`src/rtl/spare_scan_ctrl.sv`:
```
// Load / optional capture / unload sequencer for the spare-cell scan bank.
// All bank-facing and status outputs are registered from next-state values.
module spare_scan_ctrl #(
  parameter int CHAIN_LEN = 10
) (
  input  logic                 Clk,
  input  logic                 nReset,
  input  logic                 start,
  input  logic                 capture_en,
  input  logic [CHAIN_LEN-1:0] pattern,
  input  logic [CHAIN_LEN-1:0] tmode_cfg,
  // "expect" is a reserved word in SystemVerilog, hence exp_word.
  input  logic [CHAIN_LEN-1:0] exp_word,
  input  logic [CHAIN_LEN-1:0] mask,
  input  logic                 so,
  output logic                 scen,
  output logic [CHAIN_LEN-1:0] tst_mode,
  output logic                 si,
  output logic                 busy,
  output logic                 done,
  output logic                 fail,
  output logic [CHAIN_LEN-1:0] result,
  output logic [2:0]           dbg_state
);

  localparam int CW = (CHAIN_LEN > 1) ? $clog2(CHAIN_LEN) : 1;
  localparam logic [CW-1:0] LAST = CW'(CHAIN_LEN - 1);

  typedef enum logic [2:0] {
    IDLE    = 3'd0,
    LOAD    = 3'd1,
    CAPTURE = 3'd2,
    UNLOAD  = 3'd3,
    DONE    = 3'd4
  } state_t;

  state_t               state_q, state_d;
  logic [CW-1:0]        cnt_q, cnt_d;
  logic [CHAIN_LEN-1:0] load_sh_q, load_sh_d;
  logic [CHAIN_LEN-1:0] tmode_q, tmode_d;
  logic [CHAIN_LEN-1:0] exp_q, exp_d;
  logic [CHAIN_LEN-1:0] mask_q, mask_d;
  logic                 cap_q, cap_d;
  logic [CHAIN_LEN-1:0] result_q, result_d;
  logic                 fail_q, fail_d;
  logic                 scen_q, scen_d;
  logic [CHAIN_LEN-1:0] tst_mode_q, tst_mode_d;
  logic                 si_q, si_d;
  logic                 busy_q, busy_d;
  logic                 done_q, done_d;

  // start is a request qualified by !busy: it is taken on the edge ending an
  // IDLE cycle and ignored (not queued) at any other time.
  always_comb begin
    state_d   = state_q;
    cnt_d     = cnt_q;
    load_sh_d = load_sh_q;
    tmode_d   = tmode_q;
    exp_d     = exp_q;
    mask_d    = mask_q;
    cap_d     = cap_q;
    result_d  = result_q;
    fail_d    = fail_q;

    case (state_q)
      IDLE: begin
        if (start) begin
          state_d   = LOAD;
          cnt_d     = '0;
          load_sh_d = pattern;
          tmode_d   = tmode_cfg;
          exp_d     = exp_word;
          mask_d    = mask;
          cap_d     = capture_en;
          result_d  = '0;
          fail_d    = 1'b0;
        end
      end
      LOAD: begin
        // MSB of the shifter is always the bit currently on si.
        load_sh_d = load_sh_q << 1;
        if (cnt_q == LAST) begin
          cnt_d   = '0;
          state_d = cap_q ? CAPTURE : UNLOAD;
        end else begin
          cnt_d = cnt_q + CW'(1);
        end
      end
      CAPTURE: begin
        state_d = UNLOAD;
      end
      UNLOAD: begin
        // First bit out is flop CHAIN_LEN-1, so it ends up as the result MSB.
        result_d = {result_q[CHAIN_LEN-2:0], so};
        if (cnt_q == LAST) begin
          cnt_d   = '0;
          state_d = DONE;
          fail_d  = |((result_d ^ exp_q) & mask_q);
        end else begin
          cnt_d = cnt_q + CW'(1);
        end
      end
      DONE: begin
        state_d = IDLE;
      end
      default: begin
        state_d = IDLE;
      end
    endcase

    scen_d     = (state_d == LOAD) || (state_d == UNLOAD);
    tst_mode_d = (state_d == CAPTURE) ? tmode_d : '0;
    si_d       = (state_d == LOAD) ? load_sh_d[CHAIN_LEN-1] : 1'b0;
    busy_d     = (state_d != IDLE);
    done_d     = (state_d == DONE);
  end

  always_ff @(posedge Clk or negedge nReset) begin
    if (!nReset) begin
      state_q    <= IDLE;
      cnt_q      <= '0;
      load_sh_q  <= '0;
      tmode_q    <= '0;
      exp_q      <= '0;
      mask_q     <= '0;
      cap_q      <= 1'b0;
      result_q   <= '0;
      fail_q     <= 1'b0;
      scen_q     <= 1'b0;
      tst_mode_q <= '0;
      si_q       <= 1'b0;
      busy_q     <= 1'b0;
      done_q     <= 1'b0;
    end else begin
      state_q    <= state_d;
      cnt_q      <= cnt_d;
      load_sh_q  <= load_sh_d;
      tmode_q    <= tmode_d;
      exp_q      <= exp_d;
      mask_q     <= mask_d;
      cap_q      <= cap_d;
      result_q   <= result_d;
      fail_q     <= fail_d;
      scen_q     <= scen_d;
      tst_mode_q <= tst_mode_d;
      si_q       <= si_d;
      busy_q     <= busy_d;
      done_q     <= done_d;
    end
  end

  assign scen      = scen_q;
  assign tst_mode  = tst_mode_q;
  assign si        = si_q;
  assign busy      = busy_q;
  assign done      = done_q;
  assign fail      = fail_q;
  assign result    = result_q;
  assign dbg_state = state_q;

endmodule

```
`config.mk`:
```
export PLATFORM = sky130hd
export DESIGN_NAME = spare_scan_ctrl
export DESIGN_NICKNAME = d
export VERILOG_FILES = /design/src/rtl/spare_scan_ctrl.sv
export SDC_FILE = /design/constraint.sdc
export NUM_CORES = 1
export LEC_CHECK = 0
export ABC_AREA = 1
export BUFFER_PORTS_ARGS = -buffer_cell sky130_fd_sc_hd__clkbuf_2
export CAP_MARGIN = 20
export CELL_PAD_IN_SITES_DETAIL_PLACEMENT = 0
export CELL_PAD_IN_SITES_GLOBAL_PLACEMENT = 2
export CORE_UTILIZATION = 28
export DETAILED_ROUTE_END_ITERATION = 8
export PLACE_DENSITY_LB_ADDON = 0.1
export SLEW_MARGIN = 20
export SYNTH_ARGS = -nofsm -noshare
export SYNTH_HDL_FRONTEND = slang
export SYNTH_SLANG_ARGS = --single-unit
export TNS_END_PERCENT = 20
```
`constraint.sdc`:
```
create_clock -name Clk -period 1.2 [get_ports Clk]
set_input_delay 0.06 -clock Clk [delete_from_list [all_inputs] [get_ports Clk]]
set_output_delay 0.06 -clock Clk [all_outputs]
set_load 0.01 [all_outputs]
```
After elaboration in Yosys (flattened, before gate mapping)
Index checks and enable logic that the tools add are counted.
W data, S select, Z words.
Operators by class
  bitwise gates (word level): 2
  equality and inequality tests: 10
  reductions and logical operators: 13
  add/subtract/negate cells: 1
  multiplexer cells: 19
Operator list (number)
  $mux W10: 5
  $pmux W10 S2: 2
  $eq A3 B2 Y1 const B: 4
  $pmux W3 S4: 1
  $and A10 B10 Y10: 1
  $reduce_or A10 Y1: 1
  $xor A10 B10 Y10: 1
  $mux W3: 3
  $mux W4: 2
  $pmux W4 S2: 1
  $reduce_and A2 Y1: 4
  $eq A3 B1 Y1 const B: 2
  $reduce_bool A2 Y1: 3
  $add A4 B1 Y4 const B: 1
  $eq A4 B4 Y1 const B: 1
  $mux W1: 4
  $ne A2 B2 Y1 const B: 2
  $eq A3 B3 Y1 const B: 1
  $logic_not A3 Y1: 1
  $reduce_and A3 Y1: 1
  $reduce_bool A3 Y1: 1
  $pmux W1 S2: 1
  $reduce_or A2 Y1: 1
  $logic_or A1 B1 Y1: 1
Word-level totals
  output and inout bits: 28
  flip-flop bits (word level): 73
  input port bits: 45

Depth between registers and ports, before layout
Gate-level depths: netlist of run 1.
  depth in word-level cells: 5
  depth in mapped cells: 8
  mapped depth without buffers: 8

Worst setup path after synthesis of run 1
OpenSTA, ideal clock, no wires.
  path type: reg-to-reg
  start point: register state_q[1] (netlist: dbg_state[1])
  end point: register result_q[0] (netlist: result[0])
  setup time: 132 ps
  arrival: 1253 ps
  path slack: -186 ps
  stages on the path, launching flop included: 8
  clock period less this slack: 1386 ps
  cell sequence: dfrtp_1 nor2_2 nand2_2 nor2_4 inv_2 buf_4 nand2_2 o22ai_1
On the way
  word-level cells in the longest chain between the ends: 3
  elaborated cells on any way between the ends: 6
  classes of those cells: eq/ne (2); mux (1); reduce/logical (3)
RTL lines
  start, declared: RTL line 37  | state_t state_q, state_d;
  start signal, assigned: RTL line 135  | state_q <= state_d;
  $eq A3 B2 Y1 or $logic_not A3 Y1 (tied branches): RTL line 65  | case (state_q)
  $reduce_bool A2 Y1 (no source line) or $ne A2 B2 Y1 (tied branches)
  $reduce_and A2 Y1 (no source line)
  end signal, assigned: RTL line 142  | result_q <= result_d;
  end, declared: RTL line 44  | logic [CHAIN_LEN-1:0] result_q, result_d;
Parallel ways exist; a longest one is shown, timed or not.
A chain may end at the register's enable or synchronous reset.

Worst setup path in the final report of run 1
  start point: register state_q[1] (netlist: dbg_state[1])
  end point: register tst_mode_q[5] (netlist: tst_mode[5])
On the way
  word-level cells in the longest chain between the ends: 4
  elaborated cells on any way between the ends: 11
  classes of those cells: eq/ne (4); mux (6); reduce/logical (1)
RTL lines
  $eq A3 B2 Y1 (tied with other cells): RTL line 65
  $pmux W3 S4: RTL line 65
  $eq A3 B2 Y1: RTL line 112  | tst_mode_d = (state_d == CAPTURE) ? tmode_d : '0;
  $mux W10 (*): RTL line 112
  named net tst_mode_d[5]: RTL line 47  | logic [CHAIN_LEN-1:0] tst_mode_q, tst_mode_d;
  end signal, assigned: RTL line 145  | tst_mode_q <= tst_mode_d;
  end, declared: RTL line 47
The timed path passes the listed nets; every way through them passes the cells marked *.

==> results of run 1 <==
## power by group
part	total, W	internal [W]	switching [W]
sequential	0.00377	0.00332	0.000449
clock	0.00215	0.00117	0.000978
combinational	0.00463	0.00213	0.00250
## cells by family (layout without fill, tap and decap cells)
group           Yosys count  in the layout  synth area share, %
flops                    73             73                 60.4
compound gates           43             43                 8.60
buf+inv                  54            218                 7.32
simple gates            163            164                 23.7
## metal layers
metal  track usage (%)  part of all wire, %  up-vias
li1                  -                    -     1388
met4              5.06                  1.0        0
met1              18.9                   46     1272
met2              25.1                   50       51
met3              3.56                  3.2        7
met5                 0                    0        -
## synthesized netlist by cell type (4+ instances only)
master    number  area [um2]
nand2_1      105         394
dfrtp_1       73        1830
nand2_2        4        25.0
nor2_1        18        67.6
nand3_1       18        90.1
o221ai_1       4        35.0
inv_1         45         169
o22ai_1        9        56.3
buf_4          5        37.5
o21ai_0       16        80.1
o21ai_1        8        40.0
or2_1          9        56.3
## worst max-delay path, stage by stage, from the launching register on
cell and delay [ns]:
dfrtp_1 0.39, nor2_2 0.14, nand2_2 0.09, nor2_4 0.17, buf_12 0.15, buf_12 0.12, or2_1 0.12, o21ai_2 0.06
nor2_1 0.10
## layout make-up
class                           count  share of cell area, %
Timing Repair inverter              1                  0.131
Clock inverter                      7                   1.99
Clock buffer                        9                   2.59
Timing Repair Buffer              155                   25.1
Inverter                           46                   3.87
Tap cell                          136                   3.56
Sequential cell                    73                   38.2
Multi-Input combinational cell    207                   24.6
## worst min path at each step
stage | endpoint | start | slack [ns]
floorplan | busy | nReset | -0.24
global placement | cnt_q[3] | nReset | -0.02
detailed placement | cnt_q[3] | nReset | -0.02
CTS | cnt_q[3] | nReset | 0.14
global route | done | nReset | 0.15
finish | cnt_q[3] | nReset | 0.15
## sequential cells by signal, indices dropped and copies added, names as in the netlist, 3 cells and up
register / count
load_sh_q: 10
exp_q: 10
mask_q: 10
tst_mode: 10
cnt_q: 4
tmode_q: 10
result: 10
dbg_state: 3
## per-stage QoR
stage | total power (W) | hold WS [ns] | cell area (um2) | TNS (ns) | util, %
after CTS | 0.00994 | 0.143 | 4540 | -7.38 | 43.6
final | 0.0105 | 0.149 | 4780 | -6.40 | 45.9
after global placement | 0.00738 | -0.0164 | 3800 | -7.88 | 36.5
after detailed placement | 0.00741 | -0.0154 | 3800 | -8.98 | 36.5
after global routing | 0.0114 | 0.150 | 4780 | -11.71 | 45.9
after floorplan | 0.00595 | -0.236 | 3050 | -8.37 | -
## timing repair
| action | CTS | global route |
|---|---|---|
| resized for setup | 19 | 53 |
| endpoints found under the hold margin | 125 | 0 |
| pin swaps | 8 | 12 |
| gates cloned | 1 | 2 |
| buffers inserted | 1 | 5 |
| endpoints found under the setup margin | 71 | 74 |
| hold buffers | 43 | 0 |
==> impl_metrics.tcl, run 1 <==
set metrics [dict create \
    hold_path_class "in2async" \
    diodes 0 \
    ys_ff_latch 73 \
    cts_tree "yes" \
    grt_max_degree 31 \
    syn_area_um2 3030 \
    cp.arrival_ns 1.67 \
    area_growth_pct 58.1 \
    final_common_cell "nand2_1" \
    clockBufferDepth 2 \
    h-tree-depth 3 \
    vias_per_cell 4.29 \
    core_area_um2 10400 \
    violations "setup timing" \
    min_period_ns 1.39 \
    cp-startpoint "dbg_state[1]" \
    end_kind "flop" \
    critPathMaxFanout 10 \
    fmax_ghz 0.719 \
    syn_area_per_cell_um2 9.09 \
    drc 0 \
    ys_seq_area_share_pct 60.4 \
    p_per_area_nw_per_um2 2200 \
    wl_per_cell_um 12.2 \
    hpwl_mm 5.19 \
    die_w_um 106 \
    top_level_ports 73 \
    grt_antenna_before_repair 0 \
    ir_drop_v 0.000816 \
    layout_setup_ws_ns -0.191 \
    num_rows 37 \
    ant_nets 0 \
    via_count 2718 \
    initial_core_util_pct 29.1 \
    nets 538 \
    die_area_um2 11200 \
    worst-setup-path-type "reg2reg" \
    portBuffers 72 \
    relSlewSlack_pct 78.3 \
    grt_pass1_wl_mm 12.8 \
    clkTransAtPathRegs_ns 0.08 \
    rsz0062_at_grt "true" \
    fin_crit_sh_pct 116 \
    synth_flop_cell "dfrtp_1" \
    worstSkewPairLatency_ns 0.35 \
    drt-initial-drc-count 61 \
    gp_congestion 0.714 \
    nFillCells 1053 \
    finalSetupViolCount 65 \
    synth_edf_count 0 \
    async_flop_share_pct 100 \
    die_y_um 106 \
    drt_pass1_iterations 4 \
    grt_pass1_vias 2684 \
    r2r-end "tst_mode[5]" \
    synth_nets 378 \
    layout-drive-gt1-share_pct 37.6 \
    rr_worst_depth 8 \
    status "finished, violations left" \
    post-place-cells 566 \
    p_leak_nw 2.40 \
    ys_types 23 \
    worstSetupStartpointType "flop" \
    maxCapViolCount 0 \
    seq_area_um2 1830 \
    endpoint "tst_mode[5]" \
    final_cell_mix "nand2_1 (94), dfrtp_1 (72), clkbuf_2 (71)" \
    cts_root_buf "clkbuf_8" \
    gr-total-overflow 0 \
    multi_input_area_um2 1180 \
    fin_cells 634 \
    postRouteWirelength_mm 7.75 \
    worst_slew_pin_slew_ns 0.325 \
    cts_sinks 73 \
    drv_slew 0 \
    hold_viol_final 0 \
    worstReg2RegStart "dbg_state[1]" \
    grt_usage_pct 15.0 \
    synth_cells 333 \
    cts_buffers 9 \
    skew_ns 0.0130 \
    r2r_setup_slack_ns -0.19 \
    crit_required_ns 1.48 \
    yosysWarnings 0 \
    dp_worst_setup_slack_ns -0.217 \
]
Note: power is estimated with default switching activity, not from simulation.
==> inputs of run 2 (changes only) <==
CORE_MARGIN = 10   (was default)
==> impl_metrics.tcl, run 2 (synthesis results as in run 1) <==
set metrics [dict create \
    crit_chain "nor2_4 -> nand2_2 -> nor2_4 -> buf_6 -> buf_6 -> a21oi_4 -> nand4_4 -> nor2_1" \
    grt_pass1_wl_mm 14.1 \
    fmax_ghz 0.692 \
    worst-setup-path-type "reg2reg" \
    postRouteWirelength_mm 8.44 \
    hold_path_class "in2async" \
    die_y_um 124 \
    drt_pass1_iterations 4 \
    clkTransAtPathRegs_ns 0.08 \
    cp-startpoint "dbg_state[2]" \
    p_per_area_nw_per_um2 2190 \
    status "finished, violations left" \
    worstSkewPairLatency_ns 0.35 \
    grt_max_degree 32 \
    fin_crit_sh_pct 120 \
    seq_area_um2 1830 \
    num_rows 37 \
    end_kind "flop" \
    area_growth_pct 58.0 \
    p_total_w 0.0105 \
    cts_root_buf "clkbuf_8" \
    cp_slowest_cell "dfrtp_1" \
    relSlewSlack_pct 76.7 \
    max_stage_delay_ns 0.40 \
    clockBufferDepth 2 \
    hold_viol_final 0 \
    rsz0062_at_grt "true" \
    fin_area_um2 4780 \
    top_level_ports 73 \
    cts_tree "yes" \
    critPathMaxFanout 5 \
    wl_per_cell_um 13.2 \
    grt_pass1_vias 2904 \
    cts_buffers 9 \
    hpwl_mm 6.03 \
    h-tree-depth 3 \
    initial_core_util_pct 29.1 \
    cp.arrival_ns 1.73 \
    drv_slew 0 \
    drc 0 \
    hold_ws_ns 0.150 \
    post_dp_cell_area_um2 3880 \
    core_area_um2 10400 \
    layout-drive-gt1-share_pct 35.1 \
    grt_usage_pct 11.6 \
    via_count 2711 \
    gr-total-overflow 0 \
    min_period_ns 1.45 \
    nets 544 \
    worst_slew_pin_slew_ns 0.349 \
    worstReg2RegStart "dbg_state[2]" \
    gr-usage-met2_pct 18.8 \
    gr-usage-met1_pct 14.3 \
    ir_drop_v 0.000707 \
    grt_antenna_before_repair 0 \
    drt-initial-drc-count 144 \
    diodes 0 \
    grt_busiest_layer "met2" \
    violations "setup timing" \
    ant_nets 0 \
    p_leak_nw 2.44 \
    worstSetupStartpointType "flop" \
    final_common_cell "nand2_1" \
    portBuffers 72 \
    multi_input_area_um2 1110 \
    die_w_um 124 \
    crit_required_ns 1.49 \
    final_util_pct 45.9 \
    cts_sinks 73 \
    finalSetupViolCount 70 \
    gp_congestion 0.765 \
    die_area_um2 15400 \
    skew_ns 0.0101 \
    layout_setup_ws_ns -0.245 \
    maxCapViolCount 0 \
    nFillCells 1045 \
    vias_per_cell 4.24 \
    final_cell_mix "nand2_1 (97), dfrtp_1 (73), clkbuf_2 (71)" \
    met3_usage_pct 3.12 \
]
==> run 2: cell count changes in the layout (fill, tap and decap cells not counted), sizes merged <==
cell and change:
inv +2, buf +7, clkinv -3
==> run 2: worst paths after layout <==
kind	endpoint	slack [ns]	depth (start not counted)
max	tst_mode[3]	-0.25	8
min in group Clk	load_sh_q[8]	0.29	7
min	load_sh_q[8]	0.15	2
min reg2reg	mask_q[9]	0.48	2
max reg2reg	tst_mode[3]	-0.25	8
max in group asynchronous	mask_q[9]	0.58	3
==> run 2: area by class of cell <==
cell class | instances | share of cell area (%)
tap | 136 | 3.56
inverter | 46 | 3.92
timing repair buffer | 162 | 26.3
multi-input combinational | 207 | 23.3
clock inverter | 7 | 2.07
sequential | 73 | 38.2
clock buffer | 9 | 2.59
==> run 2: stage by stage <==
step | TNS [ns] | worst slack, ns | instances
6_report | -8.47 | -0.245 | 640
5_1_grt | -15.07 | -0.324 | 640
4_1_cts | -8.86 | -0.206 | 638
3_5_place_dp | -13.82 | -0.311 | 575
3_3_place_gp | -10.07 | -0.224 | 575
2_1_floorplan | -8.37 | -0.169 | 333
==> run 2: critical path: cells and delay by family, from the launching register on <==
family                 cells  cell delay [ns]
buffers and inverters      2             0.24
AND/OR/NAND/NOR            5             0.50
flip-flops                 1             0.40
AO/OA/AOI/OAI              1             0.23
==> run 2: power by group <==
part / leakage, nW / internal (W) / switching, W
sequential: 0.930 / 0.00331 / 0.000433
combinational: 1.40 / 0.00211 / 0.00242
clock: 0.111 / 0.00119 / 0.00100
==> run 2: timing repair <==
item                                    in CTS  in global routing
buffers inserted                             3                  1
gates resized for setup                     35                 20
cloned                                       1                  1
endpoints found under the hold margin      123                  0
hold buffers                                43                  0
endpoints found under the setup margin      73                 72
pin swaps                                    9                  8
==> run 2: metal layers <==
metal | share of wire (%) | vias up
met5 | 0 | -
met4 | 1.6 | 0
met3 | 5.4 | 11
met2 | 48 | 49
met1 | 45 | 1270
li1 | - | 1381
